--- config.mk ---
export PLATFORM = sky130hd
export DESIGN_NAME = sprite_lane_spawner
export DESIGN_NICKNAME = d
export VERILOG_FILES = /design/src/rtl/sprite_lane_spawner_pkg.sv /design/src/rtl/sprite_lane_spawner_slot.sv /design/src/rtl/sprite_lane_spawner.sv
export SDC_FILE = /design/constraint.sdc
export NUM_CORES = 1
export LEC_CHECK = 0
export BUFFER_PORTS_ARGS = -buffer_cell sky130_fd_sc_hd__buf_2
export CAP_MARGIN = 40
export CORE_MARGIN = 1.5
export CORE_UTILIZATION = 43
export DETAILED_ROUTE_END_ITERATION = 7
export PLACE_DENSITY_LB_ADDON = 0.1
export SETUP_SLACK_MARGIN = 0.2
export SLEW_MARGIN = 20
export SYNTH_ARGS = -nofsm -noshare
export SYNTH_HDL_FRONTEND = slang
export SYNTH_SLANG_ARGS = --single-unit
--- constraint.sdc ---
create_clock -name clk -period 13.8 [get_ports clk]
set_clock_uncertainty 0.1 [all_clocks]
set_input_delay 2.07 -clock clk [delete_from_list [all_inputs] [get_ports clk]]
set_output_delay 2.07 -clock clk [all_outputs]
set_load 0.03 [all_outputs]
--- src/rtl/sprite_lane_spawner_pkg.sv ---
// sprite_lane_spawner_pkg: shared screen geometry, spawner defaults and spawn-decision encoding.
// Rev 1.0
`default_nettype none

package sprite_lane_spawner_pkg;

  localparam int WINDOW_WIDTH  = 640;
  localparam int WINDOW_HEIGHT = 480;

  localparam int DEF_NUM_SLOTS       = 3;
  localparam int DEF_SPRITE_W        = 52;
  localparam int DEF_SPRITE_H        = 19;
  localparam int DEF_SPAWN_X         = WINDOW_WIDTH + DEF_SPRITE_W;
  localparam int DEF_Y_BASE          = 240;
  localparam int DEF_RAND_W          = 7;
  localparam int DEF_GAP_MIN         = 200;
  localparam int DEF_GAP_FULL_RELOAD = 50;
  localparam int DEF_GAP_SKIP_RELOAD = 80;
  localparam int DEF_SKIP_THRESH     = 10;
  localparam int DEF_STEP            = 1;
  localparam int DEF_XW              = 11;
  localparam int DEF_ADDR_W          = 17;

  localparam int SLOT_IDX_W = 3;

  typedef enum logic [1:0] {
    SPAWN_COUNT = 2'd0,
    SPAWN_FULL  = 2'd1,
    SPAWN_SKIP  = 2'd2,
    SPAWN_LOAD  = 2'd3
  } spawn_act_e;

  function automatic int gap_width(input int gap_min);
    return (gap_min < 1) ? 1 : $clog2(gap_min + 1);
  endfunction

endpackage

`default_nettype wire

--- src/rtl/sprite_lane_spawner_slot.sv ---
// sprite_lane_spawner_slot: one sprite's enable/position state plus its per-pixel hit test.
// Rev 1.0
`default_nettype none

module sprite_lane_spawner_slot
  import sprite_lane_spawner_pkg::*;
#(
  parameter int SPRITE_W = DEF_SPRITE_W,
  parameter int SPRITE_H = DEF_SPRITE_H,
  parameter int SPAWN_X  = DEF_SPAWN_X,
  parameter int STEP     = DEF_STEP,
  parameter int XW       = DEF_XW
) (
  input  logic          clk,
  input  logic          rst,
  input  logic          clear_i,
  input  logic          load_i,
  input  logic [XW-1:0] load_y_i,
  input  logic          step_en_i,
  input  logic [9:0]    h_cnt_i,
  input  logic [9:0]    v_cnt_i,
  output logic          en_o,
  output logic          hit_o,
  output logic [XW:0]   col_o,
  output logic [XW:0]   row_o
);

  localparam int EW = XW + 1;

  logic          en_q, en_d;
  logic [XW-1:0] xpos_q, xpos_d;
  logic [XW-1:0] ypos_q, ypos_d;

  // A load only ever targets a slot that was idle, so it never collides with a move.
  always_comb begin
    en_d   = en_q;
    xpos_d = xpos_q;
    ypos_d = ypos_q;
    if (load_i) begin
      en_d   = 1'b1;
      xpos_d = XW'(SPAWN_X);
      ypos_d = load_y_i;
    end else if (step_en_i && en_q) begin
      if (xpos_q == '0) begin
        en_d = 1'b0;
      end else if (xpos_q < XW'(STEP)) begin
        xpos_d = '0;
      end else begin
        xpos_d = xpos_q - XW'(STEP);
      end
    end
  end

  always_ff @(posedge clk or negedge rst) begin
    if (!rst) begin
      en_q   <= 1'b0;
      xpos_q <= '0;
      ypos_q <= '0;
    end else if (clear_i) begin
      en_q   <= 1'b0;
      xpos_q <= '0;
      ypos_q <= '0;
    end else begin
      en_q   <= en_d;
      xpos_q <= xpos_d;
      ypos_q <= ypos_d;
    end
  end

  // One extra bit so h_cnt+SPRITE_W never wraps against the position.
  logic [EW-1:0] h_e, v_e, x_e, y_e, w_e, hgt_e;

  assign h_e   = EW'(h_cnt_i);
  assign v_e   = EW'(v_cnt_i);
  assign x_e   = {1'b0, xpos_q};
  assign y_e   = {1'b0, ypos_q};
  assign w_e   = EW'(SPRITE_W);
  assign hgt_e = EW'(SPRITE_H);

  assign en_o  = en_q;
  assign hit_o = en_q && (h_e < x_e) && ((h_e + w_e) >= x_e)
                      && (v_e < y_e) && ((v_e + hgt_e) >= y_e);
  assign col_o = h_e + w_e - x_e;
  assign row_o = v_e + hgt_e - y_e;

endmodule

`default_nettype wire

--- src/rtl/sprite_lane_spawner.sv ---
// sprite_lane_spawner: N-slot background sprite spawner/scroller with registered per-pixel ROM addressing.
// Rev 1.0
`default_nettype none

module sprite_lane_spawner
  import sprite_lane_spawner_pkg::*;
#(
  parameter int NUM_SLOTS       = DEF_NUM_SLOTS,
  parameter int SPRITE_W        = DEF_SPRITE_W,
  parameter int SPRITE_H        = DEF_SPRITE_H,
  parameter int SPAWN_X         = DEF_SPAWN_X,
  parameter int Y_BASE          = DEF_Y_BASE,
  parameter int RAND_W          = DEF_RAND_W,
  parameter int GAP_MIN         = DEF_GAP_MIN,
  parameter int GAP_FULL_RELOAD = DEF_GAP_FULL_RELOAD,
  parameter int GAP_SKIP_RELOAD = DEF_GAP_SKIP_RELOAD,
  parameter int SKIP_THRESH     = DEF_SKIP_THRESH,
  parameter int STEP            = DEF_STEP,
  parameter int XW              = DEF_XW,
  parameter int ADDR_W          = DEF_ADDR_W
) (
  input  logic                  clk,
  input  logic                  rst,
  input  logic                  tick,
  input  logic                  run,
  input  logic                  clear,
  input  logic [RAND_W-1:0]     rand_val,
  input  logic [9:0]            h_cnt,
  input  logic [9:0]            v_cnt,
  output logic                  pix_hit,
  output logic [SLOT_IDX_W-1:0] pix_slot,
  output logic [ADDR_W-1:0]     pix_addr,
  output logic [NUM_SLOTS-1:0]  slot_en
);

  localparam int GAP_W = gap_width(GAP_MIN);

  logic                 step;
  logic [NUM_SLOTS-1:0] en, hit, load, free_oh;
  logic [XW:0]          col [NUM_SLOTS];
  logic [XW:0]          row [NUM_SLOTS];
  logic [XW-1:0]        load_y;
  logic [GAP_W-1:0]     gap_q, gap_d;
  spawn_act_e           act;

  assign step   = tick && run;
  assign load_y = XW'(Y_BASE) - XW'(rand_val);

  generate
    for (genvar i = 0; i < NUM_SLOTS; i++) begin : g_slot
      sprite_lane_spawner_slot #(
        .SPRITE_W (SPRITE_W),
        .SPRITE_H (SPRITE_H),
        .SPAWN_X  (SPAWN_X),
        .STEP     (STEP),
        .XW       (XW)
      ) u_slot (
        .clk       (clk),
        .rst       (rst),
        .clear_i   (clear),
        .load_i    (load[i]),
        .load_y_i  (load_y),
        .step_en_i (step),
        .h_cnt_i   (h_cnt),
        .v_cnt_i   (v_cnt),
        .en_o      (en[i]),
        .hit_o     (hit[i]),
        .col_o     (col[i]),
        .row_o     (row[i])
      );
    end
  endgenerate

  always_comb begin
    logic found;
    free_oh = '0;
    found   = 1'b0;
    for (int i = 0; i < NUM_SLOTS; i++) begin
      if (!en[i] && !found) begin
        free_oh[i] = 1'b1;
        found      = 1'b1;
      end
    end
  end

  // Every spawn decision looks only at pre-tick enables, so a slot retiring this tick stays unavailable.
  always_comb begin
    act = SPAWN_COUNT;
    if (gap_q < GAP_W'(GAP_MIN)) begin
      act = SPAWN_COUNT;
    end else if (&en) begin
      act = SPAWN_FULL;
    end else if (rand_val < RAND_W'(SKIP_THRESH)) begin
      act = SPAWN_SKIP;
    end else begin
      act = SPAWN_LOAD;
    end
  end

  always_comb begin
    gap_d = gap_q;
    load  = '0;
    if (step) begin
      case (act)
        SPAWN_COUNT: gap_d = gap_q + GAP_W'(1);
        SPAWN_FULL:  gap_d = GAP_W'(GAP_FULL_RELOAD);
        SPAWN_SKIP:  gap_d = GAP_W'(GAP_SKIP_RELOAD);
        SPAWN_LOAD: begin
          gap_d = '0;
          load  = free_oh;
        end
        default:     gap_d = gap_q;
      endcase
    end
  end

  logic                  w_hit;
  logic [SLOT_IDX_W-1:0] w_slot;
  logic [XW:0]           w_col, w_row;
  logic [ADDR_W-1:0]     w_addr;

  always_comb begin
    w_hit  = 1'b0;
    w_slot = '0;
    w_col  = '0;
    w_row  = '0;
    for (int i = NUM_SLOTS - 1; i >= 0; i--) begin
      if (hit[i]) begin
        w_hit  = 1'b1;
        w_slot = SLOT_IDX_W'(i);
        w_col  = col[i];
        w_row  = row[i];
      end
    end
  end

  assign w_addr = w_hit ? (ADDR_W'(w_row) * ADDR_W'(SPRITE_W) + ADDR_W'(w_col)) : '0;

  logic                  pix_hit_q;
  logic [SLOT_IDX_W-1:0] pix_slot_q;
  logic [ADDR_W-1:0]     pix_addr_q;

  always_ff @(posedge clk or negedge rst) begin
    if (!rst) begin
      gap_q      <= '0;
      pix_hit_q  <= 1'b0;
      pix_slot_q <= '0;
      pix_addr_q <= '0;
    end else if (clear) begin
      gap_q      <= '0;
      pix_hit_q  <= 1'b0;
      pix_slot_q <= '0;
      pix_addr_q <= '0;
    end else begin
      gap_q      <= gap_d;
      pix_hit_q  <= w_hit;
      pix_slot_q <= w_slot;
      pix_addr_q <= w_addr;
    end
  end

  assign pix_hit  = pix_hit_q;
  assign pix_slot = pix_slot_q;
  assign pix_addr = pix_addr_q;
  assign slot_en  = en;

endmodule

`default_nettype wire

==> summary.md <==
| Metric | Value |
|---|---|
| Worst hold path type | reg2reg |
| Crit path depth | 29 |
| Worst path max stage delay | approximately 720 ps |
| Setup violators final | 0 |
| Starting density of the core | 0.442 |
| Slew margin rel. | 0.482 |
| R2R cell count | 29 |
| Post-Synth XOR/XNOR Area | 0.0693 |
| CP delay by family, top | compound AO/OA/AOI/OAI gates |
| Synth async-reset ratio | 1.00 |
| Worst Hold Depth | 2 |
| Slowest cell on crit path | a211oi_4 |
| Iter 0 DRT Violations | approximately 620 |
| Mux cell area share after synthesis | 0.0197 |
| Clock Pin Slew Worst Setup and Hold Paths | approximately 70 ps |
| Io pins | 56 |
| Largest family of logic cells by synthesized area | adder cells |
| CTS tree | yes |
| First-pass GRT wire length | ~47 mm |
| PD cells | just over 80 nW/um^2 |
| Die height | approximately 160 microns |
| Largest net degree at the start of global routing | 64 |
| DIE WIDTH | about 160 microns |
| Clock buffer depth | 2 |
| CP startpoint kind | input port |
| FF-to-FF End | pix_addr[16] |
| Crit Reg-Reg Startpoint | g_slot[0].u_slot.xpos_q[0] |
| Total number of vias | around 9.1k |
| Slew Limit Fails | 0 |
| H-tree depth | 3 |
| CTS hold repair buffers | 0 |
| Post-Synth Adder-Cell Area | 0.220 |
| YS warnings | 0 |
| RSZ-0062 raised after global routing | false |
| Least-Margin Pin Slew | roughly 770 ps |
| Wire per inst | 18.2 microns |
| Port buffer count | 54 |
| Via-per-instance ratio | roughly 5.7 |
| Fill cells | 2342 |
| Full die area | 24400 sq um |
| Placed insts | 1585 |
| Initial antenna violation count | 0 |
| Post-CTS sizing | 0 |
| Synth Area in Compound Gates | 0.210 |
| Num CTS Buffers | 9 |
| Row cnt | between 50 and 60 |
| Max Cap Viol | 0 |
| WHS Endpoint | g_slot[1].u_slot.ypos_q[6] |
| Layout cell share with drive strength beyond 1 | 0.0868 |
| Vias in the first global route | approximately 8.6k |
| Nets@finish | approximately 1.5k |
| Unique masters post-synth | between 80 and 90 |
| Worst skew pair latency | about 360 ps |
| Leakage | between 4 and 5 nW |
| Synth Area in Simple Gates | 0.204 |
| Most common cell after layout, fill and taps aside | ha_1 |
| Period utilization | 0.639 |
| Maximum VDD drop | around 0.055 mV |
| Outcome | completed |
| Dominant synthesized flop cell | dfrtp_1 |
| Critical path required time | approximately 14000 ps |
| Sequential share of the synthesized area | 0.218 |
| Fin. Hold Viols | 0 |
| CP Max Fanout | 19 |
| P&R area growth vs syn | 9.19% |
| CP Class | in2reg |
| Mapped Area | roughly 10000 sq um |
| CP arrival | ~9000 ps |
| CP bufs+invs | 5 |
| Setup tns final | 0 ps |
| Routed Antenna Nets | 0 |
| Remaining DRCs | 0 |
| Total track usage | 0.250 |
| Reg-to-reg slack, setup | roughly 6800 ps |
| Clk sinks | approximately 90 |
| Core area | 22800 sq um |
| Drt total wl | 29.2 mm |
| Syn Area/Cell | roughly 8.1 sq um |
| Non-filler instance count after layout | roughly 1.6k |
| Fin crit period | between 8000 and 9000 ps |
| Fmax | 113 MHz |
| Hold Crit Start | g_slot[1].u_slot.ypos_q[6] |
| Routability cong. | ~0.95 |
| Syn Nets | 1445 |
| Post-CTS Setup Inserts | 0 |
| Seq cells post-synth | 88 |
| Cells after Synth | 1245 |
| Post-DP HPWL | 23.9 mm |
| Post-synth EDFFs | 0 |
| Crit end category | flip-flop |
| GRT overflow | 0 |
| First-pass DRT Iterations | 5 |
| Commonest non-fill, non-tap cells in the layout | ha_1 (152), inv_1 (114), a21oi_1 (106), nor2_1 (104), nand2_1 (97) |
| Root Buffer Master | clkbuf_16 |
-- flip-flops by register name (all words and copies together) (netlist names) --
register and cells:
gap_q 8, g_slot.u_slot.en_o 3, pix_addr 17, pix_slot 2
g_slot.u_slot.xpos_q 33, g_slot.u_slot.ypos_q 24, pix_hit 1
-- synthesized netlist by cell type (12+ instances only) --
library cell | number | area share
ha_1 | 152 | 0.19
a21oi_1 | 106 | 0.052
nor3_1 | 51 | 0.025
mux2i_1 | 12 | 0.012
a221oi_1 | 13 | 0.011
fa_1 | 16 | 0.032
nor2b_1 | 21 | 0.013
o21a_1 | 21 | 0.016
xnor2_1 | 63 | 0.055
clkbuf_1 | 14 | 0.0052
inv_1 | 114 | 0.042
nand2b_1 | 14 | 0.0087
o31ai_1 | 14 | 0.010
dfrtp_1 | 88 | 0.22
nor2_1 | 104 | 0.039
nand4_1 | 20 | 0.012
o21ai_0 | 71 | 0.035
a21o_1 | 13 | 0.0097
xor2_1 | 17 | 0.015
nand3_1 | 28 | 0.014
or3_1 | 12 | 0.0074
nand2_1 | 97 | 0.036
-- per-layer routing --
metal	GRT usage	part of all wire	wire [microns]	vias to the layer above
li1	-	-	-	4554
met1	0.346	0.48	14000	4269
met2	0.409	0.45	13300	243
met3	0.0366	0.050	1460	36
met4	0.0599	0.017	509	0
met5	0	0	0	-
-- logic make-up after synthesis --
kind of cell,after synthesis
adders and majority gates,168
buffers and inverters,149
muxes,19
and+or+nand+nor,412
other,1
xor gates and xnor gates,80
DFF,88
AOI/OAI and AO/OA,328
-- final cells by class --
type | count | area [sq um] | area share
Multi-Input combinational cell | 1008 | 7310 | 0.662
Clock inverter | 6 | 97.6 | 0.00884
Clock buffer | 10 | 239 | 0.0217
Tap cell | 313 | 392 | 0.0355
Antenna cell | 1 | 2.50 | 0.000227
Sequential cell | 88 | 2200 | 0.200
Inverter | 116 | 435 | 0.0395
Timing Repair Buffer | 62 | 357 | 0.0323
-- tightest hold or removal path, delay by kind of cell, from the launching register on --
family	cells	cell delay, ps
and+or+nand+nor	1	50
DFF	1	340
AOI/OAI and AO/OA	1	60
-- worst max-delay path by stage --
stage | from | to | slack (ps)
5_1_grt | v_cnt[0] | pix_addr[16] | 4290
6_report | h_cnt[2] | pix_addr[16] | 4980
4_1_cts | h_cnt[2] | pix_addr[16] | 4940
3_5_place_dp | h_cnt[2] | pix_addr[16] | 4560
2_1_floorplan | h_cnt[2] | pix_addr[16] | 5620
3_3_place_gp | h_cnt[2] | pix_addr[16] | 4720
-- through the flow --
step                      setup WS (ps)  utilization  hold slack, ps  instance area (sq um)  power, mW
after floorplan                    5620            -             350                  10100      0.524
after global placement             4720        0.466             369                  10700      0.629
after detailed placement           4560        0.466             375                  10700      0.627
after CTS                          4940        0.481             389                  11000      0.916
after global routing               4290        0.483             426                  11000      0.972
final                              4980        0.483             383                  11000      0.914
-- power breakdown --
group,leakage (nW),internal (mW),switching [mW]
combinational,3.53,0.133,0.219
clock,0.166,0.167,0.118
sequential,1.22,0.268,0.00919
total,4.92,0.567,0.347
(Power assumes the default switching activity.)
